==> src/rtl/idli_uart_tx.sv <==
// idli_uart_tx: DST_UART transmit path. Collects four 4b slices into a 16b word,
// queues words in a FIFO and sends each as two 8N1 frames, low byte first.
// Optional feature: define IDLI_UART_TX_PARITY_EN to add an even-parity bit per frame.
module idli_uart_tx #(
  parameter int CLKS_PER_BIT = 16,
  parameter int FIFO_DEPTH   = 4
) (
  input  logic       i_clk,
  input  logic       i_rst,
  input  logic [1:0] i_ctr,
  input  logic       i_wr_en,
  input  logic [3:0] i_slice,
  output logic       o_full,
  output logic       o_busy,
  output logic       o_tx
);

  localparam int          AW          = (FIFO_DEPTH > 1) ? $clog2(FIFO_DEPTH) : 1;
  localparam logic [15:0] BAUD_RELOAD = 16'(CLKS_PER_BIT - 1);
  localparam logic [AW:0] DEPTH_CNT   = (AW + 1)'(FIFO_DEPTH);

  typedef enum logic [2:0] {
    S_IDLE,
    S_START,
    S_DATA,
    S_PARITY,
    S_STOP
  } state_e;

  logic          wr_act_q, wr_act_d;
  logic [15:0]   stage_q, stage_d;
  logic          push_req, push, pop;
  logic [AW-1:0] wr_ptr_q, wr_ptr_d, rd_ptr_q, rd_ptr_d;
  logic [AW:0]   count_q, count_d;
  logic          full_q, full_d, busy_q, busy_d, tx_q, tx_d;
  logic [15:0]   mem [FIFO_DEPTH];
  logic [15:0]   shreg_q;
  state_e        state_q, state_d;
  logic [15:0]   cnt_q, cnt_d;
  logic [2:0]    bit_q, bit_d;
  logic          sel_q, sel_d;
  logic [7:0]    cur_byte;
  logic          bit_end;

  // A word is only started at ctr=0 with room in the FIFO; any gap in i_wr_en abandons it.
  always_comb begin
    wr_act_d = wr_act_q;
    stage_d  = stage_q;
    push_req = 1'b0;
    if (!i_wr_en) begin
      wr_act_d = 1'b0;
    end else if (i_ctr == 2'd0) begin
      wr_act_d = !full_q;
      if (!full_q) stage_d[3:0] = i_slice;
    end else if (wr_act_q) begin
      case (i_ctr)
        2'd1:    stage_d[7:4]  = i_slice;
        2'd2:    stage_d[11:8] = i_slice;
        default: begin
          stage_d[15:12] = i_slice;
          push_req       = 1'b1;
          wr_act_d       = 1'b0;
        end
      endcase
    end
  end

  assign push = push_req && !full_q;
  assign pop  = (state_q == S_IDLE) && (count_q != '0);

  always_comb begin
    wr_ptr_d = push ? wr_ptr_q + AW'(1) : wr_ptr_q;
    rd_ptr_d = pop  ? rd_ptr_q + AW'(1) : rd_ptr_q;
    case ({push, pop})
      2'b10:   count_d = count_q + (AW + 1)'(1);
      2'b01:   count_d = count_q - (AW + 1)'(1);
      default: count_d = count_q;
    endcase
    full_d = (count_d == DEPTH_CNT);
    busy_d = (count_q != '0) || (state_q != S_IDLE);
  end

  always_ff @(posedge i_clk) begin
    if (push) mem[wr_ptr_q] <= stage_d;
    if (pop)  shreg_q       <= mem[rd_ptr_q];
  end

  // Line driver: o_tx is registered from the current state, so it trails the FSM by one cycle.
  assign cur_byte = sel_q ? shreg_q[15:8] : shreg_q[7:0];
  assign bit_end  = (cnt_q == 16'd0);

  always_comb begin
    state_d = state_q;
    cnt_d   = cnt_q;
    bit_d   = bit_q;
    sel_d   = sel_q;
    tx_d    = 1'b1;
    if (state_q != S_IDLE) cnt_d = bit_end ? BAUD_RELOAD : cnt_q - 16'd1;
    case (state_q)
      S_IDLE: begin
        if (pop) begin
          sel_d   = 1'b0;
          cnt_d   = BAUD_RELOAD;
          state_d = S_START;
        end
      end
      S_START: begin
        tx_d = 1'b0;
        if (bit_end) begin
          bit_d   = 3'd0;
          state_d = S_DATA;
        end
      end
      S_DATA: begin
        tx_d = cur_byte[bit_q];
        if (bit_end) begin
          if (bit_q == 3'd7) begin
`ifdef IDLI_UART_TX_PARITY_EN
            state_d = S_PARITY;
`else
            state_d = S_STOP;
`endif
          end else begin
            bit_d = bit_q + 3'd1;
          end
        end
      end
      S_PARITY: begin
        tx_d = ^cur_byte;
        if (bit_end) state_d = S_STOP;
      end
      S_STOP: begin
        tx_d = 1'b1;
        if (bit_end) begin
          if (sel_q) begin
            state_d = S_IDLE;
          end else begin
            sel_d   = 1'b1;
            state_d = S_START;
          end
        end
      end
      default: state_d = S_IDLE;
    endcase
  end

  always_ff @(posedge i_clk or posedge i_rst) begin
    if (i_rst) begin
      wr_act_q <= 1'b0;
      stage_q  <= '0;
      wr_ptr_q <= '0;
      rd_ptr_q <= '0;
      count_q  <= '0;
      full_q   <= 1'b0;
      busy_q   <= 1'b0;
      tx_q     <= 1'b1;
      state_q  <= S_IDLE;
      cnt_q    <= '0;
      bit_q    <= '0;
      sel_q    <= 1'b0;
    end else begin
      wr_act_q <= wr_act_d;
      stage_q  <= stage_d;
      wr_ptr_q <= wr_ptr_d;
      rd_ptr_q <= rd_ptr_d;
      count_q  <= count_d;
      full_q   <= full_d;
      busy_q   <= busy_d;
      tx_q     <= tx_d;
      state_q  <= state_d;
      cnt_q    <= cnt_d;
      bit_q    <= bit_d;
      sel_q    <= sel_d;
    end
  end

  assign o_full = full_q;
  assign o_busy = busy_q;
  assign o_tx   = tx_q;

endmodule

==> config.mk <==
export PLATFORM = sky130hd
export DESIGN_NAME = idli_uart_tx
export DESIGN_NICKNAME = d
export VERILOG_FILES = /design/src/rtl/idli_uart_tx.sv
export SDC_FILE = /design/constraint.sdc
export NUM_CORES = 1
export LEC_CHECK = 0
export ABC_AREA = 1
export CAP_MARGIN = 20
export CORE_MARGIN = 2
export CORE_UTILIZATION = 66
export CTS_BUF_LIST = sky130_fd_sc_hd__clkbuf_8 sky130_fd_sc_hd__clkbuf_16
export DETAILED_ROUTE_END_ITERATION = 8
export GPL_TIMING_DRIVEN = 0
export PLACE_DENSITY = 0.82
export SLEW_MARGIN = 10
export SYNTH_ARGS = -nofsm -noshare
export SYNTH_HDL_FRONTEND = slang
export SYNTH_SLANG_ARGS = --single-unit
==> constraint.sdc <==
create_clock -name i_clk -period 6.9 [get_ports i_clk]
set_clock_uncertainty 0.2 [all_clocks]
set_input_delay 1.38 -clock i_clk [delete_from_list [all_inputs] [get_ports i_clk]]
set_output_delay 1.38 -clock i_clk [all_outputs]
set_load 0.02 [all_outputs]
; After elaboration in Yosys (flattened, before gate mapping)
; Memory sizes are Yosys's and may differ from the RTL's. A register that Yosys moved wholly into a read port is not among the register bits.
; Cells that the tools add are included.
; Widths: inputs -> output; s select.
[word_totals]
regBits = 50
ram_bits = 64
out_inout_bits = 3
memories = 1
[classes]
n_addsub = 6
magnitude_cmp = 1
eq_ne = 17
muxes = 42
n_reduce_logical = 16
[mem_list]
columns = name, depth, width, rd, rd_ports_with_merged_regs, write_ports, line
row1 = mem, 4, 16, 1, 1, 1, 36  ; logic [15:0] mem [FIFO_DEPTH];
[op_table]
columns = op, count
row1 = $mux 16, 5
row2 = $mux 3, 9
row3 = $mux 12, 2
row4 = $mux 4, 5
row5 = $logic_not 16->1, 1
row6 = $sub 16x1->16 const B, 1
row7 = $pmux 3 s5, 1
row8 = $mux 1, 14
row9 = $ne 2x2->1 const B, 7
row10 = $pmux 3 s2, 2
row11 = $eq 3x3->1 const B, 3
row12 = $mux 8, 1
row13 = $reduce_xor 8->1, 1
row14 = $add 3x1->3 const B, 2
row15 = $eq 3x2->1 const B, 2
row16 = $reduce_and 6->1, 1
row17 = $reduce_bool 3->1, 2
row18 = $add 2x1->2 const B, 2
row19 = $eq 2x1->1 const B, 2
row20 = $eq 2x2->1 const B, 2
row21 = $lt 3x4->1 const B, 1
row22 = $reduce_and 4->1, 1
row23 = $reduce_bool 2->1, 2
row24 = $bmux 1 s3, 1
row25 = other kinds (11), 12

; Depth between registers and ports, before layout
; Gate-level depths: netlist of run 1.
[depth]
word_depth = 10
mapped_depth = 13

; Least setup slack after synthesis of run 1
; OpenSTA, ideal clock, no wires.
[synth_path]
path_kind = in2reg
startpoint = in i_ctr[0]
endpoint = reg full_q, in the netlist o_full
setup_ps = 88
arrival_time_ps = 3202
required_ps = 6612
slack_ps = 3410
stages = 12
path_buffers = 0
cell_sequence = inv_1 > ha_1 > nor2_1 > nand2_1 > nor2_1 > nand2_1 > ha_1 > fa_1 > a21oi_1 > o21ai_0 > xnor2_1 > nor3b_1
[synth_between]
elab_chain_cells = 10
elab_cells_between_ends = 13
[synth_lines]
columns = item, line
row1 = from (decl), 10  ; input logic [1:0] i_ctr,
row2 = $eq 2x2->1 or $eq 2x1->1 (tied branches), 56  ; case (i_ctr)
row3 = $reduce_or 2->1 (no source line), -
row4 = $mux 1, 56
row5 = $mux 1, 55  ; end else if (wr_act_q) begin
row6 = $mux 1 *, 52  ; end else if (i_ctr == 2'd0) begin
row7 = $mux 1 *, 50  ; if (!i_wr_en) begin
row8 = $logic_and 1x1->1 *, 68  ; assign push = push_req && !full_q;
row9 = $eq 2x1->1 or $eq 2x2->1 (tied branches), 74  ; case ({push, pop})
row10 = $pmux 3 s2 *, 74
row11 = via count_d[2], 34  ; logic [AW:0] count_q, count_d;
row12 = $eq 3x3->1 *, 79  ; full_d = (count_d == DEPTH_CNT);
row13 = via full_d, 35  ; logic full_q, full_d, busy_q, busy_d, tx_q, tx_d;
row14 = to (signal assigned), 167  ; full_q <= full_d;
row15 = to (decl), 35
; The timed path passes the listed nets; every way through them passes the cells marked *.
; A chain may end at the register's enable or synchronous reset.

; Worst setup path in the final report of run 1
; Ends and elaborated chain as after synthesis.

==> results of run 1 <==
sequential cells by signal, indices dropped and copies added, names as in the netlist:
name	count
shreg_q	16
bit_q	3
sel_q	1
mem	64
o_full	1
count_q	3
stage_q	16
state_q	3
wr_ptr_q	2
wr_act_q	1
rd_ptr_q	2
cnt_q	16
o_tx	1
o_busy	1
cell families (layout without fill, tap and decap cells):
family,after synthesis,after routing,synth area share (%)
and+or+nand+nor,239,239,17.5
DFF,130,130,62.1
AOI/OAI and AO/OA,97,97,9.29
buffers and inverters,83,130,6.04
xor gates and xnor gates,15,15,2.23
adders and majority gates,12,12,2.68
muxes,1,1,0.191
critical path: stages:
cell	delay [ns]
clkdlybuf4s50_1	0.48
inv_1	0.07
ha_1	0.21
nor2_1	0.11
nand2_1	0.08
nor2_1	0.14
nand2_1	0.28
ha_1	0.36
fa_1	0.39
a21oi_1	0.13
o21ai_0	0.12
xnor2_1	0.20
nor3b_1	0.22
power by group through the flow:
stage          clock network (mW)  registers [mW]  logic, mW
6_report                    0.853            1.12      0.963
5_1_grt                     0.895            1.14       1.10
4_1_cts                     0.861            1.12      0.959
3_5_place_dp                    0            1.13      0.944
3_3_place_gp                    0            1.12      0.893
2_1_floorplan                   0            1.11      0.715
per-layer routing:
metal / wire (um) / GRT usage (%)
met5: 0 / 0
met4: 293 / 11.9
met3: 600 / 6.67
met2: 6330 / 46.3
met1: 4580 / 30.9
area by class of cell:
class / instances / area share, %
Buffer: 14 / 1.31
Clock buffer: 17 / 6.12
Clock inverter: 15 / 2.29
Inverter: 69 / 3.94
Multi-Input combinational cell: 364 / 27.9
Sequential cell: 130 / 54.0
Tap cell: 108 / 2.00
Timing Repair Buffer: 15 / 2.42
cell usage in the layout, fill, tap and decap left out, types with 2 or more instances in the layout:
cell type and count:
dfrtp_1 49, buf_12 2, nand3_1 15, nor2_1 58, nand2_2 2, ha_1 11, clkdlybuf4s50_1 11, o22ai_1 25
inv_6 6, inv_8 5, nand2_4 3, a21oi_1 6, clkbuf_16 16, inv_1 62, clkinvlp_4 3, xor2_1 11
xnor2_1 4, nor2_2 8, o211ai_1 3, nand3_2 2, nor3_1 3, o21ai_0 54, clkbuf_1 9, o21ai_1 3
nand2_1 140, buf_6 5, nor2_4 4, clkinv_8 2, nand3b_1 2, edfxtp_1 80, inv_2 5, o21ai_2 5
worst paths after layout:
| kind | from | to | slack, ns | cells after the start |
|---|---|---|---|---|
| worst max-delay path | i_ctr[0] | o_full$_DFF_PP0_ | 2.95 | 13 |
| worst min-delay path | cnt_q[0]$_DFF_PP0_ | cnt_q[0]$_DFF_PP0_ | 0.31 | 1 |
| worst max register to register | state_q[0]$_DFFE_PP0P_ | o_full$_DFF_PP0_ | 3.95 | 9 |
| worst min register to register | cnt_q[0]$_DFF_PP0_ | cnt_q[0]$_DFF_PP0_ | 0.31 | 1 |
| max in group asynchronous | i_rst | o_tx$_DFF_PP1_ | 4.97 | 3 |
| min in group asynchronous | i_rst | stage_q[9]$_DFF_PP0_ | 0.95 | 2 |
through the flow:
stage	utilization (%)	cell area, um2	std cells
6_report	77.9	6760	732
2_1_floorplan	-	5880	577
4_1_cts	77.9	6760	732
5_1_grt	77.9	6760	732
3_5_place_dp	71.4	6190	700
3_3_place_gp	70.6	6130	696
==> impl_metrics.json, run 1 <==
{
  "port_buffers": 11,
  "htreeDepth": 4,
  "yosys_warnings": 0,
  "clockPowerShare_pct": 29.0,
  "max_slew_margin_pct": 43.0,
  "cts_tree": "yes",
  "p_switching_mw": 1.12,
  "final_nets": 632,
  "power_frac_seq_pct": 38.1,
  "cts_sinks": 130,
  "hp-class": "register to register",
  "synth_area_leaders": "edfxtp_1 41%, dfrtp_1 21%, nand2_1 8.9%, o21ai_0 4.6%, inv_1 4.0%",
  "final.min_clock_period_ns": 3.95,
  "ctsLongestPathBuffers": 2,
  "slew_viol_final": 0,
  "netlist_instances": 577,
  "setup_violations": 0,
  "synth_edf_count": 80,
  "worstPathMaxFanout": 8,
  "ys_seq_area_share_pct": 62.1,
  "max_freq_ghz": 0.253,
  "place_hpwl_mm": 7.91,
  "synth_area_per_cell_um2": 10.2,
  "ios": 12,
  "die_w_um": 98.4,
  "swShare_pct": 38.0,
  "yosysTopAreaCellShare_pct": 40.8,
  "cp.required_ns": 7.14,
  "ant_nets": 0,
  "cts_hold_buf": 0,
  "cts_buffers": 17,
  "wl_per_cell_um": 16.1,
  "finalPower_mw": 2.94,
  "yosys_most_used_dff": "edfxtp_1",
  "cts_resized": 0,
  "tightest_slew_ns": 0.855,
  "core_area_um2": 8680,
  "dr_total_vias": 4130,
  "drc": 0,
  "cts-root-buf": "clkbuf_8",
  "antenna_found_initial": 0,
  "drive_gt1_share_pct": 12.2,
  "rsz0062_at_grt": "false",
  "dieArea_um2": 9690,
  "cp.arrival_ns": 4.19,
  "drv_cap": 0,
  "grt_overflow": 0,
  "comb_power_share_pct": 32.8,
  "chipHeight_um": 98.4,
  "grt_pass1_wl_mm": 19.7,
  "multi_input_area_um2": 1880,
  "crit_path_start_kind": "input pin",
  "num_rows": 34,
  "first_iter_violations": 330,
  "grt_max_degree": 34,
  "yosysMostFrequentCell": "nand2_1",
  "fin_crit_sh_pct": 57.2,
  "yosysUniqueCellTypes": 36,
  "grt_pass1_vias": 4242,
  "synth-async-reset-ratio_pct": 38.5,
  "ys_seq_elements": 130,
  "cp-end-kind": "register",
  "place_congestion": 0.826,
  "hold_viol": 0,
  "track_usage_pct": 26.5,
  "path_clk_slew_ns": 0.06,
  "filler_cell_count": 507,
  "seq_area_um2": 3650,
  "status": "completed",
  "wl_mm": 11.8,
  "netlist_top_cells_count": "140 x nand2_1, 80 x edfxtp_1, 63 x inv_1",
  "setup_tns_ns": 0,
  "whs_ns": 0.312,
  "vdd_drop_max_mv": 0.277,
  "post-synth-top-area-cell": "edfxtp_1",
  "syn_nets": 598,
  "syn-cell-area_um2": 5880,
  "crit_type": "input pin to register",
  "vias_per_cell": 5.64,
  "postCtsSetupBuffers": 0,
  "clk_latency_ns": 0.54,
  "p_per_area_nw_per_um2": 434,
  "synthToLayoutAreaGrowth_pct": 14.9,
  "place_ws_ns": 2.49,
  "power.leakage_nw": 2.85,
  "finalWorstSetupSlack_ns": 2.95,
  "n_antenna_cell": 0,
  "p_int_mw": 1.82,
  "start_util_pct": 67.8,
  "first_pass_iters": 5
}
Power figures use the tool's default switching activity.
==> run 2, diff against run 1 <==
--- a/config.mk
+++ b/config.mk
@@ -8,11 +8,11 @@
 export ABC_AREA = 1
 export CAP_MARGIN = 20
 export CORE_MARGIN = 2
-export CORE_UTILIZATION = 66
+export CORE_UTILIZATION = 56
 export CTS_BUF_LIST = sky130_fd_sc_hd__clkbuf_8 sky130_fd_sc_hd__clkbuf_16
 export DETAILED_ROUTE_END_ITERATION = 8
 export GPL_TIMING_DRIVEN = 0
-export PLACE_DENSITY = 0.82
+export PLACE_DENSITY = 0.74
 export SLEW_MARGIN = 10
 export SYNTH_ARGS = -nofsm -noshare
 export SYNTH_HDL_FRONTEND = slang
==> constraint.sdc (replaced) <==
create_clock -name i_clk -period 3.25 [get_ports i_clk]
set_clock_uncertainty 0.2 [all_clocks]
set_input_delay 0.65 -clock i_clk [delete_from_list [all_inputs] [get_ports i_clk]]
set_output_delay 0.65 -clock i_clk [all_outputs]
set_load 0.02 [all_outputs]
==> impl_metrics.json, run 2 (same netlist as run 1, synthesis figures left out) <==
{
  "status": "completed",
  "htreeDepth": 4,
  "hp-class": "input pin to async pin",
  "crit_path_cell_trace": "clkdlybuf4s50_1, inv_1, ha_1, nor2_1, nand2_1, nor2_1, nand2_2, ha_1, fa_1, a21oi_1, o21ai_0, xnor2_1, nor3b_1",
  "ant_nets": 0,
  "cts_buffers": 17,
  "post_dp_cell_area_um2": 6230,
  "design_area_um2": 6820,
  "place_hpwl_mm": 7.87,
  "grt_pass1_vias": 4039,
  "drv_cap": 0,
  "cp-end-kind": "register",
  "cts_hold_buf": 0,
  "drive_gt1_share_pct": 12.6,
  "slew_viol_final": 0,
  "ios": 12,
  "p_int_mw": 3.94,
  "vdd_drop_max_mv": 0.512,
  "dieArea_um2": 11300,
  "dr_total_vias": 3981,
  "final_nets": 635,
  "final.min_clock_period_ns": 2.99,
  "cp.required_ns": 3.48,
  "cp_slowest_stage_delay_ns": 0.48,
  "layout_common_cells": "139 x nand2_1, 80 x edfxtp_1, 62 x inv_1",
  "whs_ns": 0.223,
  "rsz0062_at_grt": "false",
  "p_per_area_nw_per_um2": 909,
  "largest_register_ffs": 64,
  "crit_path_start_kind": "input pin",
  "antenna_found_initial": 0,
  "n_antenna_cell": 0,
  "port_buffers": 11,
  "cts-root-buf": "clkbuf_8",
  "power.leakage_nw": 2.87,
  "start_util_pct": 57.3,
  "track_usage_pct": 22.0,
  "wl_mm": 11.2,
  "power_frac_seq_pct": 38.3,
  "max_freq_ghz": 0.334,
  "worstPathMaxFanout": 4,
  "cts_sinks": 130,
  "clockPowerShare_pct": 29.2,
  "fin_crit_sh_pct": 92.0,
  "finalPower_mw": 6.20,
  "wl_per_cell_um": 14.7,
  "swShare_pct": 36.5,
  "tightest_slew_ns": 0.852,
  "path_buf_inv": 2,
  "crit_type": "input pin to register",
  "synthToLayoutAreaGrowth_pct": 15.9,
  "num_rows": 37,
  "core_area_um2": 10300,
  "grt_overflow": 0,
  "cp_slowest_cell": "clkdlybuf4s50_1",
  "drc": 0,
  "ctsLongestPathBuffers": 2,
  "regMostFlops": "mem",
  "grt_pass1_wl_mm": 18.9,
  "layout_commonest_cell": "nand2_1",
  "chipHeight_um": 107,
  "setup_violations": 0,
  "path_clk_slew_ns": 0.06,
  "place_congestion": 0.841,
  "p_switching_mw": 2.27,
  "hold_viol": 0,
  "max_slew_margin_pct": 43.1,
  "clk_latency_ns": 0.52,
  "first_iter_violations": 177,
  "first_pass_iters": 4,
  "comb_power_share_pct": 32.5,
  "vias_per_cell": 5.22,
  "cts_tree": "yes",
  "grt_max_degree": 34,
  "crit_family": "adder cells",
  "place_ws_ns": -0.428,
  "cp.arrival_ns": 3.22,
  "die_w_um": 107,
  "finalWorstSetupSlack_ns": 0.259
}
## run 2: changes by cell type in the layout (fill, tap and decap cells not counted), sizes merged
cell	delta
inv	-2
clkinvlp	-1
clkinv	+1
buf	+3
bufinv	+1
clkbuf	+1
## run 2: cell type report
class | instances | area (um2)
clock buffers | 18 | 428
well taps | 136 | 170
clock inverters | 14 | 141
fillers | 763 | 3450
multi-input cells | 364 | 1890
inverters | 69 | 267
flip-flops and latches | 130 | 3650
plain buffers | 14 | 88.8
repair buffers | 18 | 186
## run 2: path summary, 6_finish.rpt
path	start	to	slack [ns]	depth (start not counted)
min in group i_clk	cnt_q[0]$_DFF_PP0_	cnt_q[0]$_DFF_PP0_	0.30	1
worst min-delay path	i_rst	stage_q[2]$_DFF_PP0_	0.22	2
worst min register to register	cnt_q[0]$_DFF_PP0_	cnt_q[0]$_DFF_PP0_	0.30	1
worst max register to register	state_q[1]$_DFFE_PP0P_	o_full$_DFF_PP0_	0.29	9
max in group asynchronous	i_rst	o_tx$_DFF_PP1_	2.05	3
worst max-delay path	i_ctr[0]	o_full$_DFF_PP0_	0.26	13
## run 2: per-layer routing
metal / track usage [%] / part of all wire, %
met1: 26.0 / 42
met2: 38.9 / 53
met3: 4.72 / 3.2
met4: 9.09 / 1.4
met5: 0 / 0
## run 2: per-stage QoR
| stage | utilization [%] | instances | setup TNS (ns) |
|---|---|---|---|
| final | 66.4 | 763 | 0 |
| after global routing | 66.4 | 763 | 0 |
| after CTS | 66.1 | 760 | 0 |
| after detailed placement | 60.6 | 728 | -4.11 |
| after global placement | 60.0 | 724 | -31.53 |
| after floorplan | - | 577 | 0 |
## run 2: power by group through the flow
stage / clock [mW] / combinational, mW / sequential (mW)
final: 1.81 / 2.02 / 2.38
after global routing: 1.91 / 2.32 / 2.41
after CTS: 1.84 / 2.02 / 2.38
after detailed placement: 0 / 2.01 / 2.41
after global placement: 0 / 1.91 / 2.39
after floorplan: 0 / 1.52 / 2.36
## run 2: repair_timing
action                     in CTS  in global routing
resized for setup               0                  1
setup endpoints to repair       0                  1
buffers inserted                0                  3
==> run 3, diff against run 2 <==
--- a/config.mk
+++ b/config.mk
@@ -9,7 +9,6 @@
 export CAP_MARGIN = 20
 export CORE_MARGIN = 2
 export CORE_UTILIZATION = 56
-export CTS_BUF_LIST = sky130_fd_sc_hd__clkbuf_8 sky130_fd_sc_hd__clkbuf_16
 export DETAILED_ROUTE_END_ITERATION = 8
 export GPL_TIMING_DRIVEN = 0
 export PLACE_DENSITY = 0.74
==> results of run 3 <==
No change in the layout: final DEF, timing and power equal those of run 2.
